[src/rtl/mdu_pkg.sv]
// -----------------------------------------------------------------------------
// mdu_pkg
// Shared types and helpers for the iterative multiply/divide unit.
//   - op encodings (MIPS MULT / MULTU / DIV / DIVU) and the matching enum
//   - controller state enum (IDLE, RUN, FIX, DONE)
//   - small helpers that classify an op code
// -----------------------------------------------------------------------------
package mdu_pkg;

  localparam logic [1:0] OP_ENC_MULT  = 2'b00;
  localparam logic [1:0] OP_ENC_MULTU = 2'b01;
  localparam logic [1:0] OP_ENC_DIV   = 2'b10;
  localparam logic [1:0] OP_ENC_DIVU  = 2'b11;

  typedef enum logic [1:0] {
    MULT  = OP_ENC_MULT,
    MULTU = OP_ENC_MULTU,
    DIV   = OP_ENC_DIV,
    DIVU  = OP_ENC_DIVU
  } mdu_op_e;

  typedef enum logic [1:0] {
    IDLE = 2'b00,
    RUN  = 2'b01,
    FIX  = 2'b10,
    DONE = 2'b11
  } mdu_state_e;

  // True for DIV and DIVU.
  function automatic logic op_is_div(input logic [1:0] i_op);
    return (i_op == OP_ENC_DIV) || (i_op == OP_ENC_DIVU);
  endfunction

  // True for the two's-complement flavours (MULT, DIV).
  function automatic logic op_is_signed(input logic [1:0] i_op);
    return (i_op == OP_ENC_MULT) || (i_op == OP_ENC_DIV);
  endfunction

endpackage

[src/rtl/mdu_iter_step.sv]
// -----------------------------------------------------------------------------
// mdu_iter_step
// One combinational iteration of the multiply/divide datapath.
//
// Ports:
//   i_mode     0 = multiply step, 1 = restoring-divide step
//   i_acc      2*WIDTH accumulator
//                multiply: running product
//                divide  : {partial remainder, remaining dividend/quotient}
//   i_operand  2*WIDTH operand
//                multiply: shifted multiplicand, already gated by the
//                          current multiplier bit (zero when the bit is 0)
//                divide  : divisor in the low WIDTH bits
//   o_acc      next accumulator (divide: quotient LSB left at 0)
//   o_qbit     quotient bit produced by this step (0 in multiply mode)
// -----------------------------------------------------------------------------
module mdu_iter_step #(
  parameter int WIDTH = 32
) (
  input  logic                 i_mode,
  input  logic [2*WIDTH-1:0]   i_acc,
  input  logic [2*WIDTH-1:0]   i_operand,
  output logic [2*WIDTH-1:0]   o_acc,
  output logic                 o_qbit
);

  logic [2*WIDTH-1:0] w_sum;
  logic [WIDTH:0]     w_rem_sh;
  logic [WIDTH:0]     w_diff;

  // Divide: shift the next dividend bit into the remainder and trial-subtract.
  // The remainder is always below the divisor, so the shifted value fits in
  // WIDTH+1 bits and the restored/subtracted result fits back into WIDTH.
  always_comb begin
    w_sum    = i_acc + i_operand;
    w_rem_sh = {i_acc[2*WIDTH-1:WIDTH], i_acc[WIDTH-1]};
    w_diff   = w_rem_sh - {1'b0, i_operand[WIDTH-1:0]};
    o_qbit   = 1'b0;
    o_acc    = w_sum;
    if (i_mode) begin
      o_qbit = ~w_diff[WIDTH];
      o_acc  = {(o_qbit ? w_diff[WIDTH-1:0] : w_rem_sh[WIDTH-1:0]),
                i_acc[WIDTH-2:0], 1'b0};
    end
  end

endmodule

[src/rtl/mul_div_unit.sv]
// -----------------------------------------------------------------------------
// mul_div_unit
// Iterative MIPS multiply/divide unit (MULT, MULTU, DIV, DIVU) producing the
// architectural HI/LO pair through a start/busy/done handshake.
//
// Ports:
//   clk          clock, rising edge
//   rst_n        asynchronous active-low reset
//   start        request, accepted only in IDLE or DONE
//   op[1:0]      00 MULT, 01 MULTU, 10 DIV, 11 DIVU
//   a, b         multiplicand/dividend and multiplier/divisor
//   busy         high while iterating (RUN) and while correcting signs (FIX)
//   done         one-cycle pulse; hi/lo hold the new result in that cycle
//   hi, lo       product upper/lower half, or remainder/quotient
//   div_by_zero  sticky until the next accepted start
//
// Build option:
//   MDU_EARLY_TERM_EN  when defined, multiplies leave RUN as soon as the
//                      remaining multiplier bits are zero (at least one
//                      iteration). Results are identical; divide unchanged.
// -----------------------------------------------------------------------------
module mul_div_unit
  import mdu_pkg::*;
#(
  parameter int WIDTH = 32
) (
  input  logic             clk,
  input  logic             rst_n,
  input  logic             start,
  input  logic [1:0]       op,
  input  logic [WIDTH-1:0] a,
  input  logic [WIDTH-1:0] b,
  output logic             busy,
  output logic             done,
  output logic [WIDTH-1:0] hi,
  output logic [WIDTH-1:0] lo,
  output logic             div_by_zero
);

  localparam int             CW        = $clog2(WIDTH);
  localparam logic [CW-1:0]  LAST_ITER = CW'(WIDTH - 1);

  mdu_state_e          r_state;
  mdu_state_e          w_next_state;

  mdu_op_e             r_op;
  logic                r_neg_lo;
  logic                r_neg_hi;
  logic [2*WIDTH-1:0]  r_acc;
  logic [2*WIDTH-1:0]  r_opnd;
  logic [WIDTH-1:0]    r_mplier;
  logic [CW-1:0]       r_cnt;
  logic [WIDTH-1:0]    r_hi;
  logic [WIDTH-1:0]    r_lo;
  logic                r_dbz;

  logic                w_accept;
  logic                w_div_zero;
  logic                w_signed_in;
  logic [WIDTH-1:0]    w_abs_a;
  logic [WIDTH-1:0]    w_abs_b;
  logic                w_run_div;
  logic [2*WIDTH-1:0]  w_step_opnd;
  logic [2*WIDTH-1:0]  w_step_acc;
  logic                w_step_qbit;
  logic                w_early;
  logic                w_run_last;
  logic [2*WIDTH-1:0]  w_prod;
  logic [WIDTH-1:0]    w_quot;
  logic [WIDTH-1:0]    w_rem;
  logic [WIDTH-1:0]    w_res_hi;
  logic [WIDTH-1:0]    w_res_lo;

  assign w_accept    = start && ((r_state == IDLE) || (r_state == DONE));
  assign w_div_zero  = op_is_div(op) && (b == '0);
  assign w_signed_in = op_is_signed(op);

  // Signed ops iterate on magnitudes; |MIN| wraps to MIN, which is still the
  // correct magnitude when read as unsigned.
  assign w_abs_a = (w_signed_in && a[WIDTH-1]) ? -a : a;
  assign w_abs_b = (w_signed_in && b[WIDTH-1]) ? -b : b;

  // Multiply adds the left-shifting multiplicand only when the current
  // multiplier bit is set; divide always presents the divisor.
  assign w_run_div   = op_is_div(r_op);
  assign w_step_opnd = (w_run_div || r_mplier[0]) ? r_opnd : '0;

  mdu_iter_step #(
    .WIDTH (WIDTH)
  ) u_step (
    .i_mode    (w_run_div),
    .i_acc     (r_acc),
    .i_operand (w_step_opnd),
    .o_acc     (w_step_acc),
    .o_qbit    (w_step_qbit)
  );

`ifdef MDU_EARLY_TERM_EN
  // Bits above the one consumed this edge are all zero: nothing left to add.
  assign w_early = !w_run_div && (r_mplier[WIDTH-1:1] == '0);
`else
  assign w_early = 1'b0;
`endif

  assign w_run_last = (r_cnt == LAST_ITER) || w_early;

  // Sign correction applied in FIX. The remainder follows the dividend sign.
  assign w_prod   = r_neg_lo ? -r_acc : r_acc;
  assign w_quot   = r_acc[WIDTH-1:0];
  assign w_rem    = r_acc[2*WIDTH-1:WIDTH];
  assign w_res_lo = w_run_div ? (r_neg_lo ? -w_quot : w_quot) : w_prod[WIDTH-1:0];
  assign w_res_hi = w_run_div ? (r_neg_hi ? -w_rem  : w_rem ) : w_prod[2*WIDTH-1:WIDTH];

  // State register.
  always_ff @(posedge clk or negedge rst_n) begin
    if (!rst_n) begin
      r_state <= IDLE;
    end else begin
      r_state <= w_next_state;
    end
  end

  // Next-state logic. A divide by zero skips the iteration entirely.
  always_comb begin
    w_next_state = r_state;
    unique case (r_state)
      IDLE, DONE: begin
        if (w_accept) begin
          w_next_state = w_div_zero ? DONE : RUN;
        end else begin
          w_next_state = IDLE;
        end
      end
      RUN:     w_next_state = w_run_last ? FIX : RUN;
      FIX:     w_next_state = DONE;
      default: w_next_state = IDLE;
    endcase
  end

  // Handshake outputs decoded from the state.
  always_comb begin
    busy = 1'b0;
    done = 1'b0;
    unique case (r_state)
      RUN, FIX: busy = 1'b1;
      DONE:     done = 1'b1;
      default: begin
        busy = 1'b0;
        done = 1'b0;
      end
    endcase
  end

  // Datapath. Operands load on accept; hi/lo only change in FIX or on a
  // divide by zero, so they hold between completions.
  always_ff @(posedge clk or negedge rst_n) begin
    if (!rst_n) begin
      r_op     <= MULT;
      r_neg_lo <= 1'b0;
      r_neg_hi <= 1'b0;
      r_acc    <= '0;
      r_opnd   <= '0;
      r_mplier <= '0;
      r_cnt    <= '0;
      r_hi     <= '0;
      r_lo     <= '0;
      r_dbz    <= 1'b0;
    end else if (w_accept) begin
      r_op     <= mdu_op_e'(op);
      r_neg_lo <= w_signed_in && (a[WIDTH-1] ^ b[WIDTH-1]);
      r_neg_hi <= w_signed_in && a[WIDTH-1];
      r_cnt    <= '0;
      r_dbz    <= w_div_zero;
      r_mplier <= w_abs_b;
      if (op_is_div(op)) begin
        r_acc  <= {{WIDTH{1'b0}}, w_abs_a};
        r_opnd <= {{WIDTH{1'b0}}, w_abs_b};
      end else begin
        r_acc  <= '0;
        r_opnd <= {{WIDTH{1'b0}}, w_abs_a};
      end
      if (w_div_zero) begin
        r_hi <= a;
        r_lo <= '1;
      end
    end else if (r_state == RUN) begin
      r_acc    <= {w_step_acc[2*WIDTH-1:1], w_step_acc[0] | w_step_qbit};
      r_mplier <= r_mplier >> 1;
      r_cnt    <= r_cnt + CW'(1);
      if (!w_run_div) begin
        r_opnd <= r_opnd << 1;
      end
    end else if (r_state == FIX) begin
      r_hi <= w_res_hi;
      r_lo <= w_res_lo;
    end
  end

  assign hi          = r_hi;
  assign lo          = r_lo;
  assign div_by_zero = r_dbz;

endmodule
[config.mk]
export PLATFORM = sky130hd
export DESIGN_NAME = mul_div_unit
export DESIGN_NICKNAME = d
export VERILOG_FILES = /design/src/rtl/mdu_pkg.sv /design/src/rtl/mdu_iter_step.sv /design/src/rtl/mul_div_unit.sv
export SDC_FILE = /design/constraint.sdc
export NUM_CORES = 1
export LEC_CHECK = 0
export ABC_AREA = 1
export CORE_UTILIZATION = 55
export DETAILED_ROUTE_END_ITERATION = 6
export PLACE_DENSITY = 0.71
export SLEW_MARGIN = 15
export SYNTH_ARGS = -nofsm -noshare
export SYNTH_HDL_FRONTEND = slang
export SYNTH_SLANG_ARGS = --single-unit
[constraint.sdc]
create_clock -name clk -period 4.6 [get_ports clk]
set_input_delay 0.92 -clock clk [delete_from_list [all_inputs] [get_ports clk]]
set_output_delay 0.92 -clock clk [all_outputs]
set_load 0.01 [all_outputs]
==> results of run 1 <==
-- layout by cell type, fill, tap and decap left out, drive strengths merged, types with 28 or more instances in the layout --
| cell | instances |
|---|---|
| nor2 | 443 |
| nor3 | 49 |
| nand2 | 1519 |
| dfrtp | 235 |
| o21ai | 149 |
| clkdlybuf4s50 | 134 |
| xor2 | 76 |
| nand3 | 324 |
| a21oi | 233 |
| buf | 28 |
| inv | 759 |
| o32ai | 31 |
| ha | 105 |
| nand4 | 51 |
| clkbuf | 32 |
-- power groups by stage --
stage / Combinational, mW / Clock (mW) / Sequential, mW
detailed placement: 14.2 / 0 / 3.54
finish: 14.9 / 2.47 / 3.61
floorplan: 9.89 / 0 / 3.04
global placement: 14.2 / 0 / 3.54
CTS: 14.3 / 2.48 / 3.51
global route: 16.2 / 2.55 / 3.59
-- kinds of logic (layout without fill, tap and decap cells) --
kind of cell | after synthesis | in the layout | share of synthesized area
simple gates | 2418 | 2418 | 0.405
buf+inv | 883 | 976 | 0.140
compound gates | 537 | 537 | 0.129
flops | 235 | 235 | 0.239
fa+ha+maj | 107 | 107 | 0.0551
xor+xnor | 91 | 91 | 0.0325
other cells | 0 | 3 | 0
-- area by class of cell --
cell class / instances / area share
Sequential cell: 235 / 0.215
Inverter: 760 / 0.104
Tap cell: 592 / 0.0271
Multi-Input combinational cell: 3153 / 0.558
Timing Repair Buffer: 162 / 0.0583
Antenna cell: 3 / 0.000274
Clock buffer: 32 / 0.0273
Clock inverter: 22 / 0.00955
-- per-layer routing --
layer | routed length, µm | vias to the layer above
li1 | - | 13600
met1 | 41000 | 12900
met4 | 6240 | 4
met2 | 41500 | 1772
met3 | 15100 | 372
met5 | 128 | -
-- cell usage after synthesis (3+ instances only) --
cell type / instances / area [µm²]
nand2_4: 6 / 67.6
nand3_1: 318 / 1590
or2_2: 5 / 31.3
o21ai_1: 13 / 65.1
nor2_2: 10 / 62.6
nor2_1: 427 / 1600
a221oi_1: 6 / 52.6
o21bai_1: 8 / 60.1
and3_1: 3 / 18.8
xnor2_1: 15 / 131
o21a_1: 4 / 30.0
a22oi_1: 21 / 158
buf_6: 10 / 113
inv_2: 6 / 22.5
clkbuf_1: 69 / 259
a21o_1: 3 / 22.5
o21ai_0: 134 / 671
xor2_1: 76 / 666
o221ai_1: 15 / 131
nor4_1: 5 / 31.3
o32ai_1: 31 / 272
a21oi_1: 232 / 1160
nand3b_1: 13 / 97.6
and2_1: 5 / 31.3
nand2_2: 11 / 68.8
buf_2: 25 / 125
o22ai_1: 8 / 50.1
dfrtp_1: 235 / 5880
nand2_1: 1502 / 5640
buf_1: 17 / 63.8
nor2_4: 6 / 67.6
o211ai_1: 27 / 203
ha_1: 105 / 1310
nand4_1: 51 / 319
inv_1: 746 / 2800
a31oi_1: 19 / 119
clkinv_1: 7 / 26.3
nand3_2: 6 / 60.1
nor3_1: 49 / 245
-- how the worst max path moves through the flow --
stage,endpoint,depth (start not counted)
floorplan,r_acc[54],22
global placement,r_mplier[16],6
detailed placement,lo[23],12
CTS,r_acc[53],18
global route,r_acc[55],16
finish,r_acc[53],18
-- through the flow --
| stage | util | hold WS, ns | area, µm² | worst slack [ns] |
|---|---|---|---|---|
| 6_report | 0.620 | 0.340 | 27400 | 0.607 |
| 4_1_cts | 0.620 | 0.450 | 27400 | 0.811 |
| 2_1_floorplan | - | 0.456 | 24600 | 1.44 |
| 5_1_grt | 0.620 | 0.468 | 27400 | 0.433 |
| 3_3_place_gp | 0.597 | 0.463 | 26400 | 0.737 |
| 3_5_place_dp | 0.597 | 0.464 | 26400 | 0.765 |
-- sequential cells by signal (all words and copies together), names as in the netlist --
name / cells
r_state: 2
r_neg_hi: 1
r_opnd: 64
r_mplier: 32
r_neg_lo: 1
lo: 32
div_by_zero: 1
r_op: 1
hi: 32
r_acc: 64
r_cnt: 5
==> results.md, run 1 <==
- Status: complete, no violations
- Die W: around 210 µm
- Critical Path Most Common Cell: nand2_1
- DRT iter0 DRCs: 3644
- Routed Antenna Nets: 0
- # setup viols final: 0
- Routed length per instance: about 21 µm
- CP Launch Type: flip-flop
- Core area: 44100 µm²
- Yosys reg bits: 235
- Most used DFF post-synth: dfrtp_1
- GRT busiest layer: met2
- Least-Margin Pin Slew: 1.02 ns
- WL final: between 100 and 150 mm
- GRT Total Usage: 0.456
- Cells on worst reg2reg path: 18
- Internal: 8.25 mW
- Buf+Inv Stages, Crit Path: 4
- CP max stage delay: 0.50 ns
- Sw Ratio: 0.607
- CP top delay family: simple AND/OR/NAND/NOR gates
- Worst min path class: input pin to async pin
- Filler Cells Inserted: between 4000 and 5000
- Max Cap Violations: 0
- Clock transition at path regs: 0.07 ns
- CTS tree: done
- Pwr dens: 768 nW/µm²
- Clock power frac: 0.117
- Register Area: 5880 µm²
- Initial antenna violation count: 2
- Worst slew margin: 0.322
- Post-synth EDFFs: 0
- Mapped cell area: 24600 µm²
- Setup crit end kind: flip-flop
- Routing usage on met1: 0.602
- Multi-input gate area: 15300 µm²
- Peak VDD IR: 669 µV
- Fmax: between 0.2 and 0.3 GHz
- Share of cells above drive strength 1: 0.0323
- Dpl cells: 4902
- GRT met3 Usage: 0.161
- CP Max Fanout: 18
- Final Cycle Share: 0.868
- Initial Utilization: 0.557
- Critical-path top delay cell: clkinv_1
- Residual DRC count: 0
- Syn Nets: 4447
- Reg2Reg Launch Point: r_op[1]
- Arrival time at the worst endpoint: about 4.5 ns
- Row cnt: 77
- Global-route wire length before repair: 154 mm
- Psw: 12.8 mW
- RR Endpoint: r_acc[53]
- Die Area: 45500 µm²
- Worst EP required: 5.09 ns
- Total chip power: 21.0 mW
- Clock latency on the worst-skew pair: ~0.60 ns
- Synth cell types: 54
- Worst R2R Setup Slack: 0.61 ns
- Part of the Yosys area used for sequential elements: 0.239
- Avg Cell Area, Syn: between 5 and 6 µm²
- Clk root buf: clkbuf_16
- Port Buffer Count: 135
- Hold Violations, Final: 0
- Post-DP HPWL: 82.9 mm
- Setup TNS: 0 ns
- Syn Inst Count: 4271
- Routability Congestion: 1.16
- # clock sinks: 235
- H-Tree Depth: 1
- Clock Path Buffers: 3
- GRT met2 Usage: 0.651
- Static leakage: around 15 nW
- YS warnings: 0
- Global route total overflow: 0
- CP Cell Sequence: nor2_4 -> clkinv_1 -> nand2_1 -> inv_1 -> ha_1 -> nand2_1 -> inv_1 -> nand2_1 -> nand2_1 -> inv_1 -> nand2_1 -> nand3b_1 -> nand2_1 -> nand2_1 -> nand2_1 -> nand3_1 -> nand3_1 -> nand2_1
- Logic pwr share: 0.711
- Final min period: 3.99 ns
- Final clock skew: 0.0158 ns
- RSZ-0062 raised after global routing: false
- Number of cells in the finished layout apart from fillers: 4959
- CP Class: flip-flop to flip-flop
- Vias post-DR: between 20000 and 30000
- Postcts setup bufs: 0
- Die Ht: 213 µm
- Vias in the first global route: 25700
- Asr flop ratio synth: 1.00
- First-pass DRT Iterations: 6
- Largest net degree at the start of global routing: 113
- Vias per cell: 5.77
- Layout area overhead: 11.5%
- Net count, final: 4517
- I/O Pins: 136
- Resize count post-CTS: 0
- Cts hold-fix bufs: 0
- CP startpoint: r_op[1]
- CTS Buf Count: 29
- Flop pwr share: 0.172
- Max Slew Vio Count: 0
No activity file was read; power rests on OpenSTA's default activity.
==> inputs of run 2 (changes only) <==
SETUP_SLACK_MARGIN = 0.2   (was unset)
==> results of run 2 <==
The final DEF is identical to that of run 1; final timing and power are the same.
